==> src/rtl/irq_request_ctrl.sv <==
// irq_request_ctrl
//   Request front-end for the 8-to-3 priority encoder stage. Rising edges on
//   the request lines are latched into a pending register. The highest-index
//   pending line whose enable bit is set is presented to the consumer over a
//   valid/ack handshake. The serviced pending bit is cleared on ack.
//
// Ports
//   clk        system clock, rising edge
//   rst        asynchronous reset, active high
//   req_in     level request lines, synchronous to clk
//   mask_in    enable mask value (1 = line enabled)
//   mask_we    load mask_in into the mask register on the next edge
//   irq_ack    consumer acknowledge; ignored unless irq_valid is high
//   irq_valid  a selected request is being presented
//   irq_id     index of the presented request
//   pending    current pending register
//   mask       current mask register
//
// State | meaning
// IDLE  | nothing presented; select from pending & mask
// BUSY  | irq_id presented and held until acknowledged
module irq_request_ctrl #(
    parameter int N = 8,
    parameter int W = 3
) (
    input  logic         clk,
    input  logic         rst,
    input  logic [N-1:0] req_in,
    input  logic [N-1:0] mask_in,
    input  logic         mask_we,
    input  logic         irq_ack,
    output logic         irq_valid,
    output logic [W-1:0] irq_id,
    output logic [N-1:0] pending,
    output logic [N-1:0] mask
);

    typedef enum logic {
        IDLE = 1'b0,
        BUSY = 1'b1
    } state_t;

    state_t         state_q, state_d;
    logic [N-1:0]   req_prev_q;
    logic [N-1:0]   pending_q, pending_d;
    logic [N-1:0]   mask_q, mask_d;
    logic [W-1:0]   irq_id_q, irq_id_d;
    logic           irq_valid_q, irq_valid_d;

    logic [N-1:0]   req_edge;
    logic [N-1:0]   clr;
    logic [N-1:0]   sel;
    logic [W-1:0]   sel_id;

    assign req_edge = req_in & ~req_prev_q;
    assign sel      = pending_q & mask_q;

    // Highest index wins: later iterations overwrite earlier ones.
    always_comb begin
        sel_id = '0;
        for (int i = 0; i < N; i++) begin
            if (sel[i]) begin
                sel_id = W'(i);
            end
        end
    end

    // Set wins over clear so an edge arriving with the ack is not lost.
    always_comb begin
        clr = '0;
        if (state_q == BUSY && irq_ack) begin
            clr[irq_id_q] = 1'b1;
        end
        pending_d = (pending_q & ~clr) | req_edge;
    end

    assign mask_d = mask_we ? mask_in : mask_q;

    always_comb begin
        state_d     = state_q;
        irq_id_d    = irq_id_q;
        irq_valid_d = irq_valid_q;
        unique case (state_q)
            IDLE: begin
                irq_valid_d = 1'b0;
                if (sel != '0) begin
                    irq_id_d    = sel_id;
                    irq_valid_d = 1'b1;
                    state_d     = BUSY;
                end
            end
            BUSY: begin
                // No preemption: irq_id holds until the consumer acks.
                if (irq_ack) begin
                    irq_valid_d = 1'b0;
                    state_d     = IDLE;
                end
            end
            default: begin
                irq_valid_d = 1'b0;
                state_d     = IDLE;
            end
        endcase
    end

    always_ff @(posedge clk or posedge rst) begin
        if (rst) begin
            state_q     <= IDLE;
            req_prev_q  <= '0;
            pending_q   <= '0;
            mask_q      <= '0;
            irq_id_q    <= '0;
            irq_valid_q <= 1'b0;
        end else begin
            state_q     <= state_d;
            req_prev_q  <= req_in;
            pending_q   <= pending_d;
            mask_q      <= mask_d;
            irq_id_q    <= irq_id_d;
            irq_valid_q <= irq_valid_d;
        end
    end

    assign irq_valid = irq_valid_q;
    assign irq_id    = irq_id_q;
    assign pending   = pending_q;
    assign mask      = mask_q;

endmodule

==> config.mk <==
export PLATFORM = sky130hd
export DESIGN_NAME = irq_request_ctrl
export DESIGN_NICKNAME = d
export VERILOG_FILES = /design/src/rtl/irq_request_ctrl.sv
export SDC_FILE = /design/constraint.sdc
export NUM_CORES = 1
export LEC_CHECK = 0
export CAP_MARGIN = 20
export CORE_MARGIN = 2
export CORE_UTILIZATION = 45
export CTS_CLUSTER_SIZE = 20
export DETAILED_ROUTE_END_ITERATION = 8
export HOLD_SLACK_MARGIN = 0.05
export PLACE_DENSITY = 0.8
export SKIP_LAST_GASP = 1
export SLEW_MARGIN = 20
export SYNTH_ARGS = -nofsm -noshare
export SYNTH_HDL_FRONTEND = slang
export SYNTH_SLANG_ARGS = --single-unit
==> constraint.sdc <==
create_clock -name clk -period 2.1 [get_ports clk]
set_input_delay 0.21 -clock clk [delete_from_list [all_inputs] [get_ports clk]]
set_output_delay 0.21 -clock clk [all_outputs]
set_load 0.01 [all_outputs]
---- Word-level counts from Yosys, hierarchy flattened ----
Index checks and enable logic that the tools add are counted.
word-level totals
  register bits after elaboration ......... 29
  bits of input ports ..................... 20
  output and inout bits ................... 20
  logic and storage cells ................. 35
cells by class
  order comparisons ....................... 2
  eq/ne operators ......................... 1
  muxes and demuxes ....................... 15
  bitwise logic cells ..................... 7
  reduce and logical (&&, ||, !) cells .... 4
operators by type and width
  cell                                                                count
  AND 8 bit                                                           3
  NOT 8 bit                                                           2
  2-to-1 mux 3 bit                                                    4
  2-to-1 mux 8 bit                                                    1
  OR 8 bit                                                            1
  nonzero test 8 bit                                                  1
  2-to-1 mux 1 bit                                                    5
  less-than comparator 3 x 4 -> 1 bit (second input constant)         1
  2-to-1 mux 2 bit                                                    2
  case mux 1 bit (2 select lines)                                     2
  demux 1 bit (select 3 bit)                                          1
  greater-or-equal comparator 3 x 1 -> 1 bit (second input constant)  1
  logical AND 1 bit                                                   2
  != test 2 bit (second input constant)                               1
  AND reduction 2 bit                                                 1
  NOT 1 bit                                                           1

---- Depth between registers and ports, before layout ----
Gate-level depths: netlist of the first run.
  word-level depth ........................ 8
  depth in mapped cells ................... 4

---- Worst setup path after synthesis of the first run ----
Ideal clock, no wire load.
  path type ............................... reg-to-reg
  from .................................... register pending_q[6], in the netlist pending[6]
  to ...................................... register irq_valid_q, in the netlist irq_valid
  library setup time ...................... 0.120 ns
  data arrival time ....................... 1.055 ns
  required time ........................... 1.980 ns
  path slack .............................. 0.925 ns
  cell stages (with the launch flop) ...... 4
  buffers on the path ..................... 0
  period minus slack after synthesis ...... 1.175 ns
  cell sequence ........................... dfrtp_1 > a22oi_4 > a41oi_4 > a31o_1
between the ends
  longest elaborated chain between the ends .. 4
RTL lines
  item                             RTL line  RTL
  from (decl)                      45        logic [N-1:0] pending_q, pending_d;
  from (signal assigned)           117       pending_q <= pending_d;
  AND 8 bit                        56        assign sel = pending_q & mask_q;
  nonzero test 8 bit               86        if (sel != '0) begin
  2-to-1 mux 1 bit                 86
  case mux 1 bit (2 select lines)  83        unique case (state_q)
  to (signal assigned)             120       irq_valid_q <= irq_valid_d;
  to (decl)                        48        logic irq_valid_q, irq_valid_d;
Every way passes these cells.
A chain may end at the register's enable or synchronous reset.

---- Worst setup path in the final report of the first run ----
  from .................................... register irq_id_q[2], in the netlist irq_id[2]
  to ...................................... output port irq_id[2]
RTL lines
  item                    RTL line  RTL
  from (decl)             47        logic [W-1:0] irq_id_q, irq_id_d;
  from (signal assigned)  119       irq_id_q <= irq_id_d;
  to (decl)               33        output logic [W-1:0] irq_id,
No word-level cell between the ends.

==> results of run 1 <==
==> per-stage QoR <==
| step | util [%] | instance area, um2 | power [mW] | instances |
|---|---|---|---|---|
| floorplan | - | 1156 | 1.069 | 89 |
| global placement | 64.63 | 1587 | 1.349 | 158 |
| detailed placement | 64.63 | 1587 | 1.366 | 158 |
| CTS | 66.87 | 1642 | 1.714 | 165 |
| global route | 66.87 | 1642 | 1.798 | 165 |
| finish | 66.87 | 1642 | 1.694 | 165 |
==> where the power goes <==
part | leakage, nW | total (mW) | internal, mW | switching (mW)
Combinational | 0.339 | 0.538 | 0.313 | 0.225
Clock | 0.0314 | 0.337 | 0.158 | 0.180
Sequential | 0.315 | 0.819 | 0.667 | 0.153
Total | 0.685 | 1.69 | 1.14 | 0.557
==> synthesized netlist by cell type <==
master | instances | area share [%]
nand2b_1 | 2 | 1.1
a41oi_4 | 1 | 2.4
o21ai_0 | 14 | 6.1
nor2_1 | 3 | 0.97
nand3b_1 | 1 | 0.65
a32o_1 | 1 | 0.87
or2b_1 | 1 | 0.65
buf_2 | 1 | 0.43
a21o_1 | 1 | 0.65
inv_1 | 10 | 3.2
o31ai_1 | 2 | 1.3
a22oi_2 | 2 | 2.2
a32oi_1 | 1 | 0.76
nand3_1 | 2 | 0.87
mux2_2 | 8 | 7.8
a31o_1 | 1 | 0.76
a22oi_4 | 2 | 3.7
dfrtp_1 | 29 | 63
a31oi_1 | 3 | 1.6
nand2_1 | 4 | 1.3
==> cell usage in the layout (no fill, tap or decap) <==
master | netlist | routed
a21o_1 | 1 | 1
a22oi_2 | 2 | 2
a22oi_4 | 2 | 2
a31o_1 | 1 | 1
a31oi_1 | 3 | 3
a32o_1 | 1 | 1
a32oi_1 | 1 | 1
a41oi_4 | 1 | 1
buf_4 | 0 | 1
clkbuf_1 | 0 | 1
clkbuf_4 | 0 | 5
clkbuf_8 | 0 | 1
clkdlybuf4s50_1 | 0 | 39
dfrtp_1 | 29 | 29
inv_1 | 10 | 10
mux2_2 | 8 | 8
nand2_1 | 4 | 4
nand2b_1 | 2 | 2
nand3_1 | 2 | 2
nand3b_1 | 1 | 1
nor2_1 | 3 | 3
o21ai_0 | 14 | 14
o31ai_1 | 2 | 2
or2b_1 | 1 | 1
==> kinds of logic after synthesis <==
group / synth area share [%]
and+or+nand+nor: 5.519
AOI/OAI and AO/OA: 20.24
DFF: 62.77
muxes: 7.793
buffers and inverters: 3.680
==> flip-flops by register name (all words and copies together) (netlist names) <==
| name | flops |
|---|---|
| mask | 8 |
| pending | 8 |
| req_prev_q | 8 |
| irq_id | 3 |
| irq_valid | 1 |
| state_q | 1 |
==> cell type report <==
class	instances	area (um2)
tap	30	37.54
inverter	10	37.54
timing repair buffer	40	397.9
sequential	29	725.7
multi-input combinational	49	387.9
clock buffer	7	55.05
fill	187	813.3
==> layer usage <==
| layer | routed length, um | part of all wire (%) | vias up | track usage, % |
|---|---|---|---|---|
| met5 | 0 | 0 | - | 0 |
| met4 | 66 | 2.6 | 0 | 15.00 |
| met3 | 154 | 6.2 | 8 | 4.918 |
| met2 | 1213 | 49 | 28 | 27.78 |
| met1 | 1059 | 42 | 421 | 24.03 |
| li1 | - | - | 406 | - |
==> worst max path at each step <==
| stage | from | to | slack (ns) | cells after the start |
|---|---|---|---|---|
| after floorplan | pending[6]$_DFF_PP0_ | irq_valid$_DFFE_PP0P_ | 0.93 | 3 |
| after global placement | mask_we | mask[6]$_DFFE_PP0P_ | 0.74 | 2 |
| after detailed placement | mask_we | mask[7]$_DFFE_PP0P_ | 0.70 | 2 |
| after CTS | irq_id[1]$_DFFE_PP0P_ | irq_id[1] | 0.48 | 1 |
| after global routing | irq_id[2]$_DFFE_PP0P_ | irq_id[2] | 0.41 | 1 |
| final | irq_id[2]$_DFFE_PP0P_ | irq_id[2] | 0.49 | 1 |
==> impl_metrics.ini, run 1 <==
[outcome]
status = completed

[layout]
syn_to_final_growth_pct = 41.99
antennaDiodeCount = 0
drive_gt1_share_pct = 14.81
nNetsFinal = 155

[drt]
wl_per_cell_um = 15.12
num_vias = 863
first_pass_iters = 4
drc = 0
drt-total-wl_mm = 2.494
first_iter_violations = 8
routed_via_density = 5.230
ant_nets = 0

[grt]
grt_pass1_wl_mm = 3.767
overflow = 0
antenna_found_initial = 0
track_usage_pct = 19.14
grt_max_degree = 30
grt_pass1_vias = 815

[clocking]
cts.sink_count = 29
clk_latency_ns = 0.32
root_buffer = clkbuf_4
cts_tree = done
clkTransAtPathRegs_ns = 0.08
cts_max_path_buffers = 2
post-cts-setup-buffer-count = 0
cts_max_level = 2
cts.repair.resized = 0
cts_hold_buf = 0
numCtsBuffers = 5

[timing]
fin_setup_tns_ns = 0
worst_pin_slew_ns = 0.3649
fin_crit_ns = 1.613
slew_headroom_pct = 75.67
fmax_mhz = 620.2
slew_viol_final = 0
rsz0062_at_grt = no
worst_slack_ns = 0.4875
whs_ns = 0.2467
min_period_over_period_pct = 76.79
fin_skew_ns = 0.003316
finalSetupViolations = 0
hold_viol_final = 0

[floorplanning]
io_pins = 40
coreArea_um2 = 2455
die_h_um = 54.69
core.rowCount = 18
initial_utilization_pct = 47.09
die_area_um2 = 2990
die_x_um = 54.69

[logic_synthesis]
synth_cell_types = 20
netlist_area_um2 = 1156
synth_area_per_cell_um2 = 12.99
syn_nets = 109
syn_inst = 89
synth_seq_cells = 29
yosysWarnings = 0
ys_seq_area_share_pct = 62.77

[placed_design]
dpl.hpwl_mm = 1.784
dp_slack_ns = 0.6987
routabilityCongestion = 0.7271
port_buffers = 39

[setup_path]
required_ns = 1.89
start_kind = flip-flop
r2r_setup_slack_ns = 0.87
crit_chain = clkdlybuf4s50_1
r2r_start = pending[6]$_DFF_PP0_
rr_worst_depth = 3
r2r_end = irq_valid$_DFFE_PP0P_
critPathSlowestCell = clkdlybuf4s50_1
arrival_ns = 1.40
crit_family = buffers and inverters
cpPeakStageDelay_ns = 0.59
worstSetupPathType = flip-flop to output port
path_buf_inv = 1
cp-end-kind = output port
crit_fanout = 7

[power_and_ir_drop]
p_leak_nw = 0.6848
max-vdd-ir-drop_v = 0.0008151
p_per_area_nw_per_um2 = 1032

[run]
max-cap-violations = 0

[hold_path]
hold_class = primary input to async pin
No activity file was read; power rests on OpenSTA's default activity.
==> run 2, diff against run 1 <==
CORE_UTILIZATION = 44   (was 45)
PLACE_DENSITY = 0.78   (was 0.8)
clock period = 1.55 ns   (was 2.1 ns; I/O delays follow)
==> impl_metrics.ini, run 2 (synthesis gave the netlist of run 1 again) <==
[setup_path]
path_buf_inv = 1
r2r_end = irq_valid$_DFFE_PP0P_
r2r_setup_slack_ns = 0.31
r2r_start = pending[6]$_DFF_PP0_
critPathSlowestCell = clkdlybuf4s50_1
cpPeakStageDelay_ns = 0.57
arrival_ns = 1.34
start_kind = flip-flop
required_ns = 1.39
crit_fanout = 4
rr_worst_depth = 3
worstSetupPathType = flip-flop to output port
cp-end-kind = output port
crit_family = buffers and inverters
crit_chain = clkdlybuf4s50_1

[hold_path]
hold_class = primary input to async pin

[grt]
antenna_found_initial = 0
track_usage_pct = 17.51
grt_pass1_wl_mm = 4.036
grt_max_degree = 30
grt_pass1_vias = 863
overflow = 0

[placed_design]
port_buffers = 39
routabilityCongestion = 0.7557
dpl.hpwl_mm = 1.757
placedCellCount = 158
dp_slack_ns = 0.1963

[drt]
drc = 0
wl_per_cell_um = 14.03
first_pass_iters = 4
drt-total-wl_mm = 2.315
ant_nets = 0
num_vias = 865
routed_via_density = 5.242
first_iter_violations = 17

[floorplanning]
die_h_um = 55.26
die_x_um = 55.26
io_pins = 40
die_area_um2 = 3054
coreArea_um2 = 2477
initial_utilization_pct = 46.67
core.rowCount = 18

[timing]
fin_setup_tns_ns = 0
slew_headroom_pct = 75.99
fin_crit_ns = 1.500
finalSetupViolations = 0
rsz0062_at_grt = no
slew_viol_final = 0
worst_pin_slew_ns = 0.3602
fin_skew_ns = 0.009611
worst_slack_ns = 0.05025
min_period_over_period_pct = 96.76
hold_viol_final = 0
fmax_mhz = 666.8

[power_and_ir_drop]
p_per_area_nw_per_um2 = 1391
max-vdd-ir-drop_v = 0.0009689
finalPower_mw = 2.292
p_leak_nw = 0.6813

[layout]
final_cells = 165
final_common_cell = clkdlybuf4s50_1
drive_gt1_share_pct = 18.52
nFillCells = 219
nNetsFinal = 155
antennaDiodeCount = 0
mostFrequentLayoutCells = clkdlybuf4s50_1, dfrtp_1, o21ai_0, inv_1, mux2_2
syn_to_final_growth_pct = 42.53

[clocking]
root_buffer = clkbuf_4
cts_max_path_buffers = 2
cts_hold_buf = 0
clkTransAtPathRegs_ns = 0.09
cts.sink_count = 29
clk_latency_ns = 0.33
cts_max_level = 2
post-cts-setup-buffer-count = 0
numCtsBuffers = 5
cts_tree = done

[outcome]
status = completed

[run]
max-cap-violations = 0
## run 2: cell counts in the layout (fill, tap and decap cells not counted)
Identical to the previous run, type by type.
## run 2: report_power, final
part / total (mW) / switching, mW / leakage, nW / internal (mW)
Clock: 0.457 / 0.243 / 0.0314 / 0.214
Combinational: 0.728 / 0.303 / 0.339 / 0.425
Sequential: 1.11 / 0.197 / 0.311 / 0.910
Total: 2.29 / 0.744 / 0.681 / 1.55
## run 2: worst max path at each step
stage	to	depth (start not counted)	from	slack, ns
final	pending[5]	1	pending[5]$_DFF_PP0_	0.05
after floorplan	irq_valid$_DFFE_PP0P_	3	pending[6]$_DFF_PP0_	0.38
after global placement	mask[6]$_DFFE_PP0P_	2	mask_we	0.23
after CTS	irq_id[2]	1	irq_id[2]$_DFFE_PP0P_	0.01
after global routing	pending[6]	1	pending[6]$_DFF_PP0_	0.001
after detailed placement	mask[7]$_DFFE_PP0P_	2	mask_we	0.20
## run 2: per-layer routing
layer / vias up / wire length, um / track usage (%)
met4: 0 / 48 / 7.317
met2: 28 / 1140 / 27.04
met3: 7 / 169 / 8.899
li1: 413 / - / -
met1: 417 / 957 / 20.56
met5: - / 0 / 0
## run 2: area by class of cell
| class | count | area [um2] | area share [%] |
|---|---|---|---|
| clock buffer | 7 | 55.05 | 3.341 |
| timing repair buffer | 40 | 397.9 | 24.15 |
| sequential | 29 | 732.0 | 44.42 |
| inverter | 10 | 37.54 | 2.278 |
| multi-input combinational | 49 | 387.9 | 23.54 |
| tap | 30 | 37.54 | 2.278 |
## run 2: what timing repair did
action / 4_1_cts / 5_1_grt
pin swaps: 0 / 0
resized for setup: 1 / 4
setup endpoints to repair: 1 / 4
## run 2: metrics by stage
| step | utilization, % | hold WS, ns | cell area, um2 |
|---|---|---|---|
| 3_3_place_gp | 64.04 | 0.4013 | 1587 |
| 2_1_floorplan | - | 0.1864 | 1156 |
| 3_5_place_dp | 64.04 | 0.4125 | 1587 |
| 5_1_grt | 66.52 | 0.2260 | 1648 |
| 4_1_cts | 66.31 | 0.1924 | 1643 |
| 6_report | 66.52 | 0.1896 | 1648 |
